<file path="src/rtl/mac_result_unpacker.sv">
// mac_result_unpacker: drains a packed Single/Dual/Quad accumulator word as one lane per beat.
// Define MAC_UNPACK_SIGN_EXT_EN to sign-extend narrow lanes instead of zero-extending them.
`ifndef MAC_INT_WIDTH
`define MAC_INT_WIDTH 32
`endif
`ifndef MAC_CONF_WIDTH
`define MAC_CONF_WIDTH 2
`endif
`ifndef MAC_SINGLE
`define MAC_SINGLE 2'd0
`endif
`ifndef MAC_DUAL
`define MAC_DUAL 2'd1
`endif
`ifndef MAC_QUAD
`define MAC_QUAD 2'd2
`endif

module mac_result_unpacker #(
    parameter bit LANE_MSB_FIRST = 1'b0
) (
    input  logic                       clk,
    input  logic                       rst,
    input  logic                       in_valid,
    output logic                       in_ready,
    input  logic [`MAC_INT_WIDTH-1:0]  in_data,
    input  logic [`MAC_CONF_WIDTH-1:0] in_cfg,
    output logic                       out_valid,
    input  logic                       out_ready,
    output logic [`MAC_INT_WIDTH-1:0]  out_data,
    output logic [1:0]                 out_lane,
    output logic                       out_last,
    output logic                       cfg_err
);
    localparam int IW = `MAC_INT_WIDTH;
`ifdef MAC_UNPACK_SIGN_EXT_EN
    localparam bit SEXT = 1'b1;
`else
    localparam bit SEXT = 1'b0;
`endif

    typedef enum logic {IDLE, DRAIN} state_t;

    state_t        state_q;
    logic [IW-1:0] data_q, out_data_q;
    logic [1:0]    nm1_q, cnt_q, out_lane_q;
    logic          out_valid_q, out_last_q, cfg_err_q;
    logic [1:0]    in_nm1, nxt;
    logic          cfg_ok, last_beat, in_hs, load, out_hs;

    // Lane count is kept as N-1 so that it doubles as the width selector.
    function automatic logic [1:0] lane_idx(input logic [1:0] nm1, input logic [1:0] cnt);
        return LANE_MSB_FIRST ? nm1 - cnt : cnt;
    endfunction

    function automatic logic [IW-1:0] lane_val(input logic [IW-1:0] d, input logic [1:0] nm1,
                                               input logic [1:0] k);
        logic [IW-1:0] s;
        s = d >> (int'(k) * (nm1 == 2'd3 ? IW / 4 : IW / 2));
        return nm1 == 2'd3 ? {{(IW - IW / 4){SEXT & s[IW/4-1]}}, s[IW/4-1:0]} :
               nm1 == 2'd1 ? {{(IW - IW / 2){SEXT & s[IW/2-1]}}, s[IW/2-1:0]} : s;
    endfunction

    assign cfg_ok    = in_cfg[1:0] == `MAC_SINGLE || in_cfg[1:0] == `MAC_DUAL ||
                       in_cfg[1:0] == `MAC_QUAD;
    assign in_nm1    = in_cfg[1:0] == `MAC_QUAD ? 2'd3 : in_cfg[1:0] == `MAC_DUAL ? 2'd1 : 2'd0;
    assign last_beat = cnt_q == nm1_q;
    assign in_ready  = !rst && (state_q == IDLE || (last_beat && out_ready));
    assign in_hs     = in_valid && in_ready;
    assign load      = in_hs && cfg_ok;
    assign out_hs    = out_valid_q && out_ready;
    assign nxt       = cnt_q + 2'd1;

    always_ff @(posedge clk) begin
        if (rst) begin
            state_q     <= IDLE;
            data_q      <= '0;
            nm1_q       <= '0;
            cnt_q       <= '0;
            out_valid_q <= 1'b0;
            out_data_q  <= '0;
            out_lane_q  <= '0;
            out_last_q  <= 1'b0;
            cfg_err_q   <= 1'b0;
        end else begin
            cfg_err_q <= in_hs && !cfg_ok;
            if (load) begin
                state_q     <= DRAIN;
                data_q      <= in_data;
                nm1_q       <= in_nm1;
                cnt_q       <= '0;
                out_valid_q <= 1'b1;
                out_data_q  <= lane_val(in_data, in_nm1, lane_idx(in_nm1, 2'd0));
                out_lane_q  <= lane_idx(in_nm1, 2'd0);
                out_last_q  <= in_nm1 == 2'd0;
            end else if (out_hs && last_beat) begin
                state_q     <= IDLE;
                cnt_q       <= '0;
                out_valid_q <= 1'b0;
                out_last_q  <= 1'b0;
            end else if (out_hs) begin
                cnt_q       <= nxt;
                out_data_q  <= lane_val(data_q, nm1_q, lane_idx(nm1_q, nxt));
                out_lane_q  <= lane_idx(nm1_q, nxt);
                out_last_q  <= nxt == nm1_q;
            end
        end
    end

    assign out_valid = out_valid_q;
    assign out_data  = out_data_q;
    assign out_lane  = out_lane_q;
    assign out_last  = out_last_q;
    assign cfg_err   = cfg_err_q;
endmodule

</file>
<file path="config.mk">
export PLATFORM = sky130hd
export DESIGN_NAME = mac_result_unpacker
export DESIGN_NICKNAME = d
export VERILOG_FILES = /design/src/rtl/mac_result_unpacker.sv
export SDC_FILE = /design/constraint.sdc
export NUM_CORES = 1
export LEC_CHECK = 0
export BUFFER_PORTS_ARGS = -buffer_cell sky130_fd_sc_hd__buf_4
export CORE_UTILIZATION = 61
export CTS_BUF_LIST = sky130_fd_sc_hd__clkbuf_2 sky130_fd_sc_hd__clkbuf_4 sky130_fd_sc_hd__clkbuf_8
export DETAILED_ROUTE_END_ITERATION = 16
export PLACE_DENSITY = 0.92
export SKIP_CTS_REPAIR_TIMING = 1
export SYNTH_ARGS = -nofsm -noshare
export SYNTH_HDL_FRONTEND = slang
export SYNTH_SLANG_ARGS = --single-unit
</file>
<file path="constraint.sdc">
create_clock -name clk -period 6.9 [get_ports clk]
set_input_delay 1.725 -clock clk [delete_from_list [all_inputs] [get_ports clk]]
set_output_delay 1.725 -clock clk [all_outputs]
set_load 0.05 [all_outputs]
</file>
**Word-level counts from Yosys, hierarchy flattened**

Cells that the tools add are included.

- Add/subtract/negate cells: 1
- Multipliers: 1
- Eq/ne operators: 9
- Shift operators: 1
- Mux-type cells: 15
- Bitwise logic cells: 2
- Reduce and logical (&&, ||, !) cells: 21

Operators with widths:

| operator | number |
|---|---|
| $mux 32 | 7 |
| $shr 32x7->32 | 1 |
| $logic_and 1x1->1 | 7 |
| $mul 2x5->7 | 1 |
| $eq 2x1->1 const B | 3 |
| $eq 2x2->1 const B | 3 |
| $mux 1 | 6 |
| $mux 5 | 1 |
| $eq 2x2->1 | 2 |
| $logic_not 2->1 | 2 |
| $reduce_and 2->1 | 2 |
| $reduce_bool 2->1 | 2 |
| $logic_or 1x1->1 | 3 |
| $reduce_bool 3->1 | 1 |
| $reduce_or 3->1 | 1 |
| $add 2x1->2 const B | 1 |
| $logic_not 1->1 | 2 |
| $mux 2 | 1 |
| $ne 2x2->1 const B | 1 |
| $not 1->1 | 2 |
| $reduce_or 2->1 | 1 |

- Register bits after elaboration: 73
- Input bits: 38
- Output and inout bits: 38
- Logic and storage cells: 58

**Depth between registers and ports, before layout**

Gate-level depths: netlist of the first run.

- Depth in word-level cells: 9
- Mapped depth: 12
- Gate-level depth less buffers: 8

**Worst setup path after synthesis of the first run**

Ideal clock, no wire load.

- Path kind: input to output
- Start point: in out_ready
- End point: out in_ready
- Arrival time: 2.850 ns
- Required time: 5.175 ns
- Path slack: 2.325 ns
- Cell stages on the path: 3
- Path buffers: 0
- Cells stage by stage: inv_1 -> o31a_4 -> nor2_1

- Cells in the longest elaborated chain, start to end: 3

RTL lines:

| item | RTL line | RTL |
|---|---|---|
| start, declared | 29 | `input logic out_ready,` |
| $logic_and 1x1->1 | 68 | `assign in_ready = !rst && (state_q == IDLE \|\| (last_beat && out_ready));` |
| $logic_or 1x1->1 | 68 |  |
| $logic_and 1x1->1 | 68 |  |
| end, declared | 25 | `output logic in_ready,` |

No other way between the ends.

**Worst setup path after layout of the first run**

Ends and elaborated chain as after synthesis.

==> results of run 1 <==
-- sequential cells by signal, indices dropped and copies added, names as in the netlist --
register / cells
cnt_q: 2
out_data: 32
out_last: 1
nm1_q: 2
data_q: 32
out_lane: 2
cfg_err: 1
out_valid: 1
-- power breakdown --
| part | internal [mW] | leakage, nW | switching [mW] |
|---|---|---|---|
| Sequential | 0.442 | 0.596 | 0.0176 |
| Clock | 0.171 | 0.0998 | 0.153 |
| Combinational | 0.0571 | 1.03 | 0.103 |
| Total | 0.671 | 1.72 | 0.274 |
-- logic make-up after synthesis --
kind of cell               Yosys count
AOI/OAI and AO/OA                  115
xor gates and xnor gates             5
adders and majority gates            4
buffers and inverters               37
DFF                                 73
muxes                               24
other                                1
and+or+nand+nor                    168
-- tightest hold or removal path, stage by stage (launching register included) --
cell and delay, ns:
dfxtp_1 0.33, nand2_1 0.06, a21oi_1 0.05
-- per-stage QoR --
stage               hold slack, ns  setup slack [ns]
CTS                          0.475              2.53
finish                       0.481              2.54
global placement             0.460              2.55
detailed placement           0.464              2.53
floorplan                    0.446              2.32
global route                 0.499              2.46
-- placed cells by master (no fill, tap or decap), types with 3 or more instances in the layout --
master     instances
nor3_1            22
clkinv_2           3
nor4_1             4
inv_1              5
mux2i_1           21
nor2_1            45
clkbuf_8           9
o21ai_0           16
a211oi_1          14
mux2_2             3
or3_1              3
dfxtp_1           73
ha_1               4
buf_4             76
a221oi_1          10
nand3_1            6
o22ai_1            5
a2bb2oi_1          5
a21oi_1           41
a222oi_1          15
nand2b_1          10
nand2_1           65
-- worst max path at each step --
stage,from,to,slack (ns)
floorplan,out_ready,in_ready,2.32
global placement,rst,in_ready,2.55
detailed placement,rst,in_ready,2.53
CTS,rst,in_ready,2.53
global route,rst,in_ready,2.46
finish,out_ready,in_ready,2.54
-- cell type report --
| type | instances | area share [%] |
|---|---|---|
| multi-input cells | 317 | 45.0 |
| flip-flops and latches | 73 | 34.6 |
| repair buffers | 76 | 13.5 |
| clock buffers | 11 | 3.28 |
| well taps | 72 | 2.13 |
| clock inverters | 4 | 1.07 |
| inverters | 5 | 0.444 |
-- layer usage --
layer | vias up | track usage (%) | routed length [µm]
met2 | 201 | 53.7 | 4600
met1 | 1643 | 40.3 | 3820
met5 | - | 0 | 0
met4 | 0 | 19.8 | 374
li1 | 1652 | - | -
met3 | 39 | 5.35 | 785
==> results.ini, run 1 <==
[placement]
port_buffers = 75
dp.cells = 543
globalplace.congestion = 0.933
place_hpwl_mm = 6.62
place_area_um2 = 4050

[synthesis]
syn-num-nets = 469
synthXorXnorAreaFrac_pct = 1.45
yosysWarnings = 0
synth_compound_area_share_pct = 22.2
synth_fa_ha_area_share_pct = 1.42
ys_top_cells_by_area = dfxtp_1 41%, nand2_1 6.9%, mux2i_1 5.9%, a21oi_1 5.8%, nor2_1 4.8%
async_reset_ff_share_pct = 0
synth_top_family_by_area = compound AO/OA/AOI/OAI gates
synth.area.mux_share_pct = 6.90
avgSynthCellArea_um2 = 8.28
netlist_instances = 427
ys_seq_area_share_pct = 41.3
synth.distinct_cells = 44
yosys.cell_count.top_type = dfxtp_1
synth_seq_cells = 73
synthTopCellsByCount = 73 x dfxtp_1, 65 x nand2_1, 45 x nor2_1, 41 x a21oi_1, 22 x nor3_1
synth.top_cell.area_share_pct = 41.3
netlist_area_um2 = 3540
synth_ff_type = dfxtp_1
synth_top_area_cell = dfxtp_1
yosys.area_share.simple_pct = 21.8
synth-edff-count = 0

[cts]
worstSkewPairLatency_ns = 0.35
clkTransAtPathRegs_ns = 0.07
cts_tree = yes
cts_buffers = 9
root_buffer = clkbuf_8
cts_sinks = 73
ctsHtreeMaxLevel = 3
cts_max_path_buffers = 2

[sta]
tns_ns = 0
worst_pin_slew_ns = 1.18
layout_min_cycle_time_ns = 4.36
post-route-period-util_pct = 63.2
rsz0062_at_grt = no
slew_violations = 0
relSlewSlack_pct = 20.8
hold_violations = 0
clock_skew_ns = 0.00625
setup_violations = 0
max_freq_mhz = 229

[power_and_ir_drop]
peakVddDrop_mv = 0.160
power.total_mw = 0.945
power_density_nw_per_um2 = 223
p_leak_nw = 1.72

[floorplan]
die_h_um = 78.1
core_um2 = 5540
die_w_um = 78.1
start_util_pct = 63.8
num_io_pins = 76
dieArea_um2 = 6110
row_count = 27

[critical_path]
cp.required_ns = 5.18
path_buf_inv = 3
path_common_cell = buf_4
critical_path_class = in -> out
worstSetupPathDepth = 5
crit_family = compound AO/OA/AOI/OAI gates
critical_path.slowest_cell = o31a_4
reg2reg_from = cnt_q[0]$_SDFFE_PP0P_
reg2reg_depth = 5
crit_arrival_ns = 2.63
cp-start-kind = input port
critPathMaxFanout = 6
worstSetupEndpointType = output pin
reg2reg_slack_ns = 3.43
max_stage_delay_ns = 0.40
reg2reg_to = out_data[1]$_SDFFE_PP0P_
worstPathCellList = buf_4 -> inv_1 -> o31a_4 -> nor2_1 -> buf_4

[global_routing]
grt_pass1_vias = 3305
grt_pass1_wl_mm = 15.5
overflow = 0
grt_usage_pct = 32.7
grt_max_degree = 76
antenna_found_initial = 0

[drt]
viasPerCell = 6.34
drt_iter0_drc = 428
drc = 0
wire_per_inst_um = 17.2
routed-via-count = 3535
drtPass1Iterations = 8
postRouteAntennaNets = 0
drt_wl_total_mm = 9.58

[finish]
multi_input_area_um2 = 1900
final_core_util_pct = 76.3
area_growth_pct = 19.6
fin_cells = 558
fill_cells = 404
fin_nets = 524
antenna_cells = 0
final_area_um2 = 4230
regArea_um2 = 1460
drive_gt1_share_pct = 20.8

[min_path]
min_path_type = reg -> reg
holdCritStartpoint = data_q[22]$_SDFFE_PP0P_
whs_endpoint = data_q[22]$_SDFFE_PP0P_
min_path_cells = 2

[run_status]
status = finished, final reports clean

[flow_run]
maxCapViolations = 0

Power figures use the tool's default switching activity.
==> run 2, diff against run 1 <==
--- a/config.mk
+++ b/config.mk
@@ -5,11 +5,12 @@
 export SDC_FILE = /design/constraint.sdc
 export NUM_CORES = 1
 export LEC_CHECK = 0
+export ABC_AREA = 1
 export BUFFER_PORTS_ARGS = -buffer_cell sky130_fd_sc_hd__buf_4
-export CORE_UTILIZATION = 61
+export CORE_UTILIZATION = 58
 export CTS_BUF_LIST = sky130_fd_sc_hd__clkbuf_2 sky130_fd_sc_hd__clkbuf_4 sky130_fd_sc_hd__clkbuf_8
 export DETAILED_ROUTE_END_ITERATION = 16
-export PLACE_DENSITY = 0.92
+export PLACE_DENSITY = 0.86
 export SKIP_CTS_REPAIR_TIMING = 1
 export SYNTH_ARGS = -nofsm -noshare
 export SYNTH_HDL_FRONTEND = slang
==> constraint.sdc (replaced) <==
create_clock -name clk -period 4.27 [get_ports clk]
set_input_delay 1.0675 -clock clk [delete_from_list [all_inputs] [get_ports clk]]
set_output_delay 1.0675 -clock clk [all_outputs]
set_load 0.05 [all_outputs]
==> results.ini, run 2 <==
[power_and_ir_drop]
p_sw_mw = 0.528  ; +93%
peakVddDrop_mv = 0.215  ; +35%
swShare_pct = 30.3  ; +1.3 points
p_int_mw = 1.21  ; +81%
power_density_nw_per_um2 = 346  ; +55%
power.total_mw = 1.74  ; +84%
comb_power_share_pct = 19.5  ; +2.6 points
clkPwrFrac_pct = 38.3  ; +3.9 points
p_leak_nw = 2.75  ; +59%
pwr-share-seq_pct = 42.2  ; -6.5 points

[floorplan]
die_w_um = 88.1  ; +13%
num_io_pins = 76  ; unchanged
start_util_pct = 59.6  ; -4.2 points
row_count = 31  ; +15%
core_um2 = 7210  ; +30%
dieArea_um2 = 7760  ; +27%
die_h_um = 88.1  ; +13%

[sta]
tns_ns = 0  ; unchanged
layout_min_cycle_time_ns = 2.89
hold_violations = 0  ; unchanged
clock_skew_ns = 0.00571  ; -0.000538 ns
worst_pin_slew_ns = 0.736  ; -0.449 ns
relSlewSlack_pct = 50.9  ; +30 points
slew_violations = 0  ; unchanged
post-route-period-util_pct = 67.7
setup_violations = 0  ; unchanged
rsz0062_at_grt = no
max_freq_mhz = 346

[synthesis]
synth_top_area_cell = dfxtp_1
synth-edff-count = 0  ; unchanged
netlist_instances = 719  ; +68%
synth_ff_type = dfxtp_1
synth.top_cell.area_share_pct = 34.0  ; -7.3 points
ys_top_cells_by_area = dfxtp_1 34%, nand2_1 24%, nand3_1 8.3%, inv_1 8.0%, nand4_1 5.1%
yosysWarnings = 0  ; unchanged
synth_seq_cells = 73  ; unchanged
syn-num-nets = 761  ; +62%
yosys.cell_count.top_type = nand2_1
avgSynthCellArea_um2 = 5.98  ; -28%
netlist_area_um2 = 4300  ; +22%
synth.distinct_cells = 26  ; -41%
ys_seq_area_share_pct = 34.0  ; -7.3 points
async_reset_ff_share_pct = 0  ; unchanged
synthTopCellsByCount = 276 x nand2_1, 92 x inv_1, 73 x dfxtp_1, 71 x nand3_1, 54 x nor2_1

[drt]
met1_length_mm = 5.40  ; +41%
drt_iter0_drc = 447  ; +4.4%
drtPass1Iterations = 7  ; -1
wl_met2_mm = 5.57  ; +21%
drt_wl_total_mm = 12.3  ; +28%
topRoutingLayerUsed = met4
postRouteAntennaNets = 0  ; unchanged
routed-via-count = 4709  ; +33%
wl_met3_mm = 1.06  ; +35%
viasPerCell = 5.40  ; -15%
drc = 0  ; unchanged
wire_per_inst_um = 14.1  ; -18%

[cts]
cts_sinks = 73  ; unchanged
ctsHtreeMaxLevel = 3  ; unchanged
clkTransAtPathRegs_ns = 0.08  ; about the same
root_buffer = clkbuf_8
cts_tree = yes
cts_max_path_buffers = 2  ; unchanged
cts_buffers = 9  ; unchanged
worstSkewPairLatency_ns = 0.36  ; about the same

[critical_path]
critical_path_class = in -> reg
path_buf_inv = 5  ; +2
critical_path.slowest_cell = inv_2
cp.required_ns = 4.51  ; -0.67 ns
critPathMaxFanout = 44  ; +38
max_stage_delay_ns = 0.48  ; +0.08 ns
cp-start-kind = input port
crit_arrival_ns = 3.13  ; +0.50 ns
worstSetupEndpointType = flip-flop
crit_start = in_cfg[0]
reg2reg_from = cnt_q[0]$_SDFFE_PP0P_
worstPathCellList = buf_4 -> ha_1 -> inv_2 -> nand4_2 -> buf_4 -> inv_2 -> nor2_4 -> inv_1 -> o21ai_0
crit_family = buffers and inverters

[finish]
drive_gt1_share_pct = 14.4  ; -6.4 points
fin_nets = 810  ; +55%
antenna_cells = 0  ; unchanged
area_growth_pct = 17.2
layout_commonest_cell = nand2_1
final_cell_mix = 276 x nand2_1, 92 x inv_1, 82 x buf_4

[global_routing]
grt_usage_pct = 33.3  ; +0.59 points
grt_pass1_wl_mm = 19.9  ; +28%
grt_pass1_vias = 4220  ; +28%
grt_max_degree = 45  ; -41%
antenna_found_initial = 0  ; unchanged
overflow = 0  ; unchanged

[placement]
port_buffers = 75  ; unchanged
place_hpwl_mm = 8.46  ; +28%
globalplace.congestion = 0.902  ; -3.4%

[flow_run]
maxCapViolations = 0  ; unchanged

[run_status]
status = finished, final reports clean

[min_path]
min_path_type = reg -> reg
holdCritStartpoint = data_q[2]$_SDFFE_PP0P_

-- run 2: final timing paths --
path | to | slack, ns | depth (start not counted)
setup / recovery | data_q[7]$_SDFFE_PP0P_ | 1.38 | 9
hold / removal | data_q[2]$_SDFFE_PP0P_ | 0.46 | 2
setup reg to reg | data_q[7]$_SDFFE_PP0P_ | 1.82 | 11
hold reg to reg | data_q[2]$_SDFFE_PP0P_ | 0.46 | 2
-- run 2: power by group through the flow --
stage	combinational, mW	sequential, mW	clock, mW
2_1_floorplan	0.179	0.806	0
3_3_place_gp	0.327	0.749	0
3_5_place_dp	0.333	0.750	0
4_1_cts	0.335	0.734	0.672
5_1_grt	0.373	0.739	0.701
6_report	0.339	0.735	0.667
-- run 2: kinds of logic after synthesis --
family / count (synthesis) / share of synthesized area [%]
simple gates: 444 / 43.8
buf+inv: 142 / 14.2
other cells: 1 / 0.0873
fa+ha+maj: 4 / 1.16
flops: 73 / 34.0
compound gates: 55 / 6.78
-- run 2: worst min-delay path: cells and delay by family (launching register included) --
kind,cells,cell delay [ns]
simple gates,2,0.10
flops,1,0.32
-- run 2: layout make-up --
| cell class | count | area, µm² |
|---|---|---|
| fill | 685 | 2180 |
| sequential | 73 | 1460 |
| timing repair buffer | 82 | 616 |
| multi-input combinational | 504 | 2230 |
| clock buffer | 9 | 124 |
| tap | 99 | 124 |
| clock inverter | 7 | 119 |
| inverter | 98 | 368 |
-- run 2: stage by stage --
step                      cell area (µm²)  setup slack [ns]  hold slack, ns  std cells  util, %
after floorplan                      4300              1.37           0.419        719        -
after global placement               4790              1.13           0.444        856     66.5
after detailed placement             4790             0.997           0.435        856     66.5
after CTS                            5040              1.37           0.457        872     69.8
after global routing                 5040              1.20           0.488        872     69.8
final                                5040              1.38           0.459        872     69.8
-- run 2: per-layer routing --
layer  vias up  track usage [%]
met5         -                0
li1       2340                -
met2       215             53.9
met3        25             9.14
met1      2129             43.2
met4         0             10.7
